`config.mk`:
```
export PLATFORM = sky130hd
export DESIGN_NAME = multicycle_controller
export DESIGN_NICKNAME = d
export VERILOG_FILES = /design/src/rtl/multicycle_controller.sv
export SDC_FILE = /design/constraint.sdc
export NUM_CORES = 1
export LEC_CHECK = 0
export CORE_AREA = 5 5 42 44
export CTS_BUF_LIST = sky130_fd_sc_hd__clkbuf_4 sky130_fd_sc_hd__clkbuf_8
export CTS_CLUSTER_SIZE = 24
export DETAILED_ROUTE_END_ITERATION = 7
export DIE_AREA = 0 0 47 49
export DONT_BUFFER_PORTS = 1
export GPL_TIMING_DRIVEN = 0
export PLACE_DENSITY = 0.68
export SYNTH_ARGS = -nofsm -noshare
export SYNTH_HDL_FRONTEND = slang
export SYNTH_SLANG_ARGS = --single-unit
```
`constraint.sdc`:
```
create_clock -name clk -period 2.8 [get_ports clk]
set_input_delay 0 -clock clk [delete_from_list [all_inputs] [get_ports clk]]
set_output_delay 0 -clock clk [all_outputs]
set_load 0.1 [all_outputs]
```
`src/rtl/multicycle_controller.sv`:
```
// rtl/multicycle_controller.sv - multi-cycle MIPS-lite control FSM (FETCH/DECODE/EXEC/MEM/WB)
// Optional cycle/retire counters under MULTICYCLE_PERF_CNT_EN.
module multicycle_controller #(
  parameter int          ALU_OP_LENGTH = 3,
  parameter logic [5:0]  OP_R_TYPE     = 6'b000000,
  parameter logic [5:0]  OP_ORI        = 6'b001101,
  parameter logic [5:0]  OP_XORI       = 6'b001110,
  parameter logic [5:0]  OP_LW         = 6'b100011,
  parameter logic [5:0]  OP_SW         = 6'b101011,
  parameter logic [5:0]  OP_BEQ        = 6'b000100,
  parameter logic [5:0]  OP_JAL        = 6'b000011
) (
  input  logic                     clk,
  input  logic                     rst,
  input  logic [5:0]               op,
  input  logic                     imem_ready,
  input  logic                     dmem_ready,
  output logic                     imem_req,
  output logic                     ir_write,
  output logic                     pc_write,
  output logic                     dmem_req,
  output logic                     MemWrite,
  output logic                     RegDst,
  output logic                     Branch,
  output logic                     Jmp,
  output logic                     Write_reg_mux,
  output logic                     ALUsrc,
  output logic                     extend_op,
  output logic                     RegWrite,
  output logic [ALU_OP_LENGTH-1:0] alu_op,
  output logic [2:0]               state,
  output logic                     illegal_op
`ifdef MULTICYCLE_PERF_CNT_EN
  ,
  output logic [31:0]              cycle_cnt,
  output logic [31:0]              retire_cnt
`endif
);

  typedef enum logic [2:0] {
    S_FETCH  = 3'd0,
    S_DECODE = 3'd1,
    S_EXEC   = 3'd2,
    S_MEM    = 3'd3,
    S_WB     = 3'd4
  } state_t;

  typedef enum logic [2:0] {
    C_R, C_ORI, C_XORI, C_LW, C_SW, C_BEQ, C_JAL, C_ILL
  } iclass_t;

  state_t     state_q;
  state_t     state_d;
  logic [5:0] op_q;
  iclass_t    cls_in;
  iclass_t    cls_q;

  logic [2:0] alu3;
  logic       sel_regdst;
  logic       sel_alusrc;
  logic       sel_ext;
  logic       sel_wrm;
  logic [2:0] sel_alu;

  // First matching parameter wins if two opcodes are configured identically.
  function automatic iclass_t classify(input logic [5:0] o);
    if (o == OP_R_TYPE)     return C_R;
    else if (o == OP_ORI)   return C_ORI;
    else if (o == OP_XORI)  return C_XORI;
    else if (o == OP_LW)    return C_LW;
    else if (o == OP_SW)    return C_SW;
    else if (o == OP_BEQ)   return C_BEQ;
    else if (o == OP_JAL)   return C_JAL;
    else                    return C_ILL;
  endfunction

  assign cls_in = classify(op);
  assign cls_q  = classify(op_q);
  assign state  = state_q;
  assign alu_op = ALU_OP_LENGTH'(alu3);

  always_ff @(posedge clk) begin
    if (rst) begin
      state_q <= S_FETCH;
      op_q    <= '0;
    end else begin
      state_q <= state_d;
      if (state_q == S_DECODE) begin
        op_q <= op;
      end
    end
  end

  // Datapath mux selects derived from the latched opcode; held EXEC through WB.
  always_comb begin
    sel_regdst = 1'b0;
    sel_alusrc = 1'b0;
    sel_ext    = 1'b0;
    sel_wrm    = 1'b0;
    sel_alu    = 3'b000;
    case (cls_q)
      C_R:    begin sel_alu = 3'b011; sel_regdst = 1'b1; end
      C_ORI:  begin sel_alu = 3'b010; sel_alusrc = 1'b1; end
      C_XORI: begin sel_alu = 3'b100; sel_alusrc = 1'b1; end
      C_LW:   begin sel_alu = 3'b000; sel_alusrc = 1'b1; sel_ext = 1'b1; sel_wrm = 1'b1; end
      C_SW:   begin sel_alu = 3'b000; sel_alusrc = 1'b1; sel_ext = 1'b1; end
      C_BEQ:  begin sel_alu = 3'b001; end
      default: begin end
    endcase
  end

  always_comb begin
    state_d       = state_q;
    imem_req      = 1'b0;
    ir_write      = 1'b0;
    pc_write      = 1'b0;
    dmem_req      = 1'b0;
    MemWrite      = 1'b0;
    RegDst        = 1'b0;
    Branch        = 1'b0;
    Jmp           = 1'b0;
    Write_reg_mux = 1'b0;
    ALUsrc        = 1'b0;
    extend_op     = 1'b0;
    RegWrite      = 1'b0;
    illegal_op    = 1'b0;
    alu3          = 3'b000;

    case (state_q)
      S_FETCH: begin
        imem_req = 1'b1;
        if (imem_ready) begin
          ir_write = 1'b1;
          pc_write = 1'b1;
          state_d  = S_DECODE;
        end
      end

      S_DECODE: begin
        case (cls_in)
          C_ILL: begin
            illegal_op = 1'b1;
            state_d    = S_FETCH;
          end
          C_JAL:   state_d = S_WB;
          default: state_d = S_EXEC;
        endcase
      end

      S_EXEC: begin
        alu3      = sel_alu;
        ALUsrc    = sel_alusrc;
        extend_op = sel_ext;
        RegDst    = sel_regdst;
        Write_reg_mux = sel_wrm;
        case (cls_q)
          C_BEQ: begin
            Branch  = 1'b1;
            state_d = S_FETCH;
          end
          C_LW, C_SW: state_d = S_MEM;
          default:    state_d = S_WB;
        endcase
      end

      S_MEM: begin
        alu3          = sel_alu;
        ALUsrc        = sel_alusrc;
        extend_op     = sel_ext;
        RegDst        = sel_regdst;
        Write_reg_mux = sel_wrm;
        dmem_req      = 1'b1;
        MemWrite      = (cls_q == C_SW);
        if (dmem_ready) begin
          state_d = (cls_q == C_LW) ? S_WB : S_FETCH;
        end
      end

      S_WB: begin
        alu3          = sel_alu;
        ALUsrc        = sel_alusrc;
        extend_op     = sel_ext;
        RegDst        = sel_regdst;
        Write_reg_mux = sel_wrm;
        Jmp           = (cls_q == C_JAL);
        RegWrite      = 1'b1;
        state_d       = S_FETCH;
      end

      default: state_d = S_FETCH;
    endcase

    // Outputs are forced quiet for the whole time reset is held.
    if (rst) begin
      imem_req      = 1'b0;
      ir_write      = 1'b0;
      pc_write      = 1'b0;
      dmem_req      = 1'b0;
      MemWrite      = 1'b0;
      RegDst        = 1'b0;
      Branch        = 1'b0;
      Jmp           = 1'b0;
      Write_reg_mux = 1'b0;
      ALUsrc        = 1'b0;
      extend_op     = 1'b0;
      RegWrite      = 1'b0;
      illegal_op    = 1'b0;
      alu3          = 3'b000;
    end
  end

`ifdef MULTICYCLE_PERF_CNT_EN
  logic retire_evt;

  // Retire = leaving EXEC/MEM/WB back to FETCH; illegal ops leave from DECODE.
  assign retire_evt = (state_d == S_FETCH) &&
                      ((state_q == S_EXEC) || (state_q == S_MEM) || (state_q == S_WB));

  always_ff @(posedge clk) begin
    if (rst) begin
      cycle_cnt  <= '0;
      retire_cnt <= '0;
    end else begin
      cycle_cnt <= cycle_cnt + 32'd1;
      if (retire_evt) begin
        retire_cnt <= retire_cnt + 32'd1;
      end
    end
  end
`endif

endmodule
```
==> key figures <==
Global routing
  • Largest net degree at the start of global routing: 11
  • Overflow after GRT: 0
  • Initial antenna violation count: 0
  • Vias in the first global route: 712
  • First-pass GRT wire length: 2.91 mm
  • Tot GR Track Use: 16.4%

CTS
  • CTS tree: done
  • CTS Buf Count: 3
  • Clk slew on worst S/H paths: 0.06 ns
  • Clk buf depth: 2
  • Root buf cell: clkbuf_4
  • Worst skew pair latency: 0.26 ns
  • # H-tree levels: 1
  • Clock net sink count: 9

Die
  • IO Pins: 29
  • Die ar.: 0.00230 sq mm
  • Die Span Y: 49 microns
  • Core ar.: 0.00140 sq mm
  • Die width: 47 microns
  • Placement row count: 14
  • Initial Utilization: 51.2%

Timing
  • Slew Viols, Final: 0
  • Min Tclk post-route: 2.82 ns
  • Worst-margin pin slew: 1.38 ns
  • PnR worst setup slack: -0.0164 ns
  • Slew HR: 7.28%
  • RSZ-0062 raised after global routing: yes
  • Fmax: 355 MHz
  • Clock Skews: 0.00166 ns
  • Final setup fails: 1
  • Final hold vios: 0
  • Final Cycle Share: 101%

Setup path
  • Crit-path leading delay family: simple AND/OR/NAND/NOR gates
  • Crit-path slowest cell: nor4_4
  • CP cell instances: clkbuf_16 > nor4_4 > and2_4 > buf_12
  • CP Max Fanout: 5
  • CP Buf/Inv Count: 2
  • Max stage delay on crit path: 1.14 ns
  • Reg2reg path depth: 5
  • CP Data Required Time: 2.80 ns
  • Critical Path Stages: 4
  • Worst Setup Start Kind: register
  • Crit Path Category: register to primary output
  • Setup crit end kind: primary output
  • Worst Path Arrival: 2.82 ns

Placed design
  • I/O Buffers: 0
  • DP HPWL: 1.34 mm
  • GP Congestion: 0.766
  • DP Area: 847 sq um
  • Placed cell count: 112
  • Pre-CTS setup slack: -0.446 ns

Layout
  • Nets: 123
  • ANT cells: 0
  • Post-route non-filler standard cell count: 128
  • Layout cells sized above 1: 33.0%
  • Post-layout util: 74.8%
  • Final Instance Area: 0.00105 sq mm
  • Layout area overhead: 46.2%

Power and ir drop
  • Leakage: 0.385 nW
  • Power per cell area: 384 mW/mm^2
  • Final Total Pwr: 0.000403 W
  • Worst VDD drop: 0.000336 V

Run
  • Max Cap Violations: 0

Route
  • Remaining DRCs: 0
  • DR WL/cell: 14.2 microns
  • First-pass detailed-route iteration total: 4
  • Top sig layer: met4
  • Antenna viol nets, final: 0
  • WL met1: 759 microns
  • Detailed Route WL: 1.82 mm
  • Met3 WL: 184 microns
  • Via density: 6.05
  • DRT iter0 DRCs: 12
  • Routed met2 length: 864 microns
  • Vias: 774

Worst hold path
  • Worst Hold Depth: 3
  • Worst min-delay path category: input pin to register

Synthesis
  • Synthesized area per cell: 7.47 sq um
  • Syn Std Cell Area: 717 sq um
  • Synth cell types: 35
  • Sequential area share after synthesis: 25.1%
  • Synth warn: 0
  • Syn_nets: 106
  • Post-Synthesis Cells: 96
  • Synthesized flop and latch total: 9

Status
  • Status: finished with violations
  • Failing checks: setup timing
-- cells in the mapped netlist, drive strengths merged --
master,n,area [sq um]
nor3,7,35.0
o21ai,5,25.0
nor4b,2,23.8
o22ai,1,6.26
or3,3,18.8
nor4bb,1,10.0
a221oi,1,8.76
nor3b,3,22.5
and4b,1,11.3
buf,4,22.5
and3,4,25.0
nand3b,1,7.51
and2,3,18.8
and4bb,1,12.5
nor2b,2,12.5
a2bb2oi,1,8.76
nand3,2,10.0
nor4,1,6.26
xor2,1,8.76
and4,1,8.76
clkbuf,2,7.51
nand2b,2,12.5
a31oi,2,12.5
nand2,4,15.0
a21oi,3,15.0
a21o,1,7.51
nor2,16,60.1
nand4,2,12.5
mux2i,7,70.1
nand4b,2,17.5
dfxtp,9,180
inv,1,3.75
-- path summary, 6_finish.rpt --
| kind | startpoint | to | slack [ns] |
|---|---|---|---|
| worst max register to register | op_q[5]$_SDFFE_PP0N_ | state[2]$_SDFFE_PP0P_ | 1.24 |
| worst min register to register | op_q[4]$_SDFFE_PP0N_ | op_q[4]$_SDFFE_PP0N_ | 0.54 |
| worst max-delay path | state[1]$_SDFFE_PP0P_ | pc_write | -0.02 |
| worst min-delay path | op[4] | state[2]$_SDFFE_PP0P_ | 0.01 |
-- worst min-delay path, cell delays in order --
cell	delay, ns
nor3b_1	0.06
nand4_1	0.09
o22ai_1	0.07
-- power breakdown --
| group | total [W] | switching, W | leakage [nW] | internal (W) |
|---|---|---|---|---|
| Clock | 0.0000993 | 0.0000466 | 0.0177 | 0.0000527 |
| Combinational | 0.000146 | 0.0000978 | 0.292 | 0.0000485 |
| Sequential | 0.000158 | 0.0000241 | 0.0756 | 0.000133 |
| Total | 0.000403 | 0.000168 | 0.385 | 0.000235 |
-- state kept, by name, indices dropped and copies added, names as in the netlist --
| register | flops |
|---|---|
| state | 3 |
| op_q | 6 |
-- layout make-up --
class	count	area, sq um
clock inverter	1	5.00
tap	16	20.0
fill	113	353
multi-input combinational	80	614
sequential	9	191
buffer	6	65.1
inverter	1	7.51
timing repair buffer	12	123
clock buffer	3	22.5
-- per-stage QoR --
| stage | hold slack, ns | TNS (ns) |
|---|---|---|
| final | 0.00998 | -0.0164 |
| after global routing | 0.0138 | -0.0789 |
| after CTS | 0.00338 | -1.65 |
| after detailed placement | 0.157 | -0.852 |
| after global placement | 0.153 | -0.814 |
| after floorplan | 0.147 | -0.355 |
-- cells by family after synthesis --
kind of cell	after synthesis	synth area share [%]
DFF	9	25.1
muxes	7	9.77
AOI/OAI and AO/OA	14	11.7
and+or+nand+nor	58	47.5
buffers and inverters	7	4.71
xor gates and xnor gates	1	1.22
-- timing repair --
action | CTS | global route
endpoints found under the hold margin | 7 | 0
pin swaps | 7 | 0
resized for setup | 13 | 0
hold buffers | 7 | 0
setup buffers | 3 | 0
endpoints found under the setup margin | 11 | 1
-- routing by layer --
layer  GRT usage, %  vias to the layer above
met5              0                        -
met4           2.76                        0
met3           5.54                        2
met2           28.1                       30
met1           19.5                      350
li1               -                      392
-- cell usage in the layout, fill, tap and decap left out, types with 3 or more instances in the layout --
cell type      synthesis  final
nor2_4                 0      4
nor3_1                 7      4
dfxtp_1                9      6
mux2i_1                7      7
buf_4                  1      3
buf_2                  3      3
and3_1                 4      3
clkbuf_4               0      3
or3_1                  3      3
dlygate4sd3_1          0      7
o21ai_0                5      5
nor2_1                16     11
dfxtp_4                0      3
nor3b_1                3      3
nand2_1                4      3
nor3_4                 0      3
(Power assumes the default switching activity.)
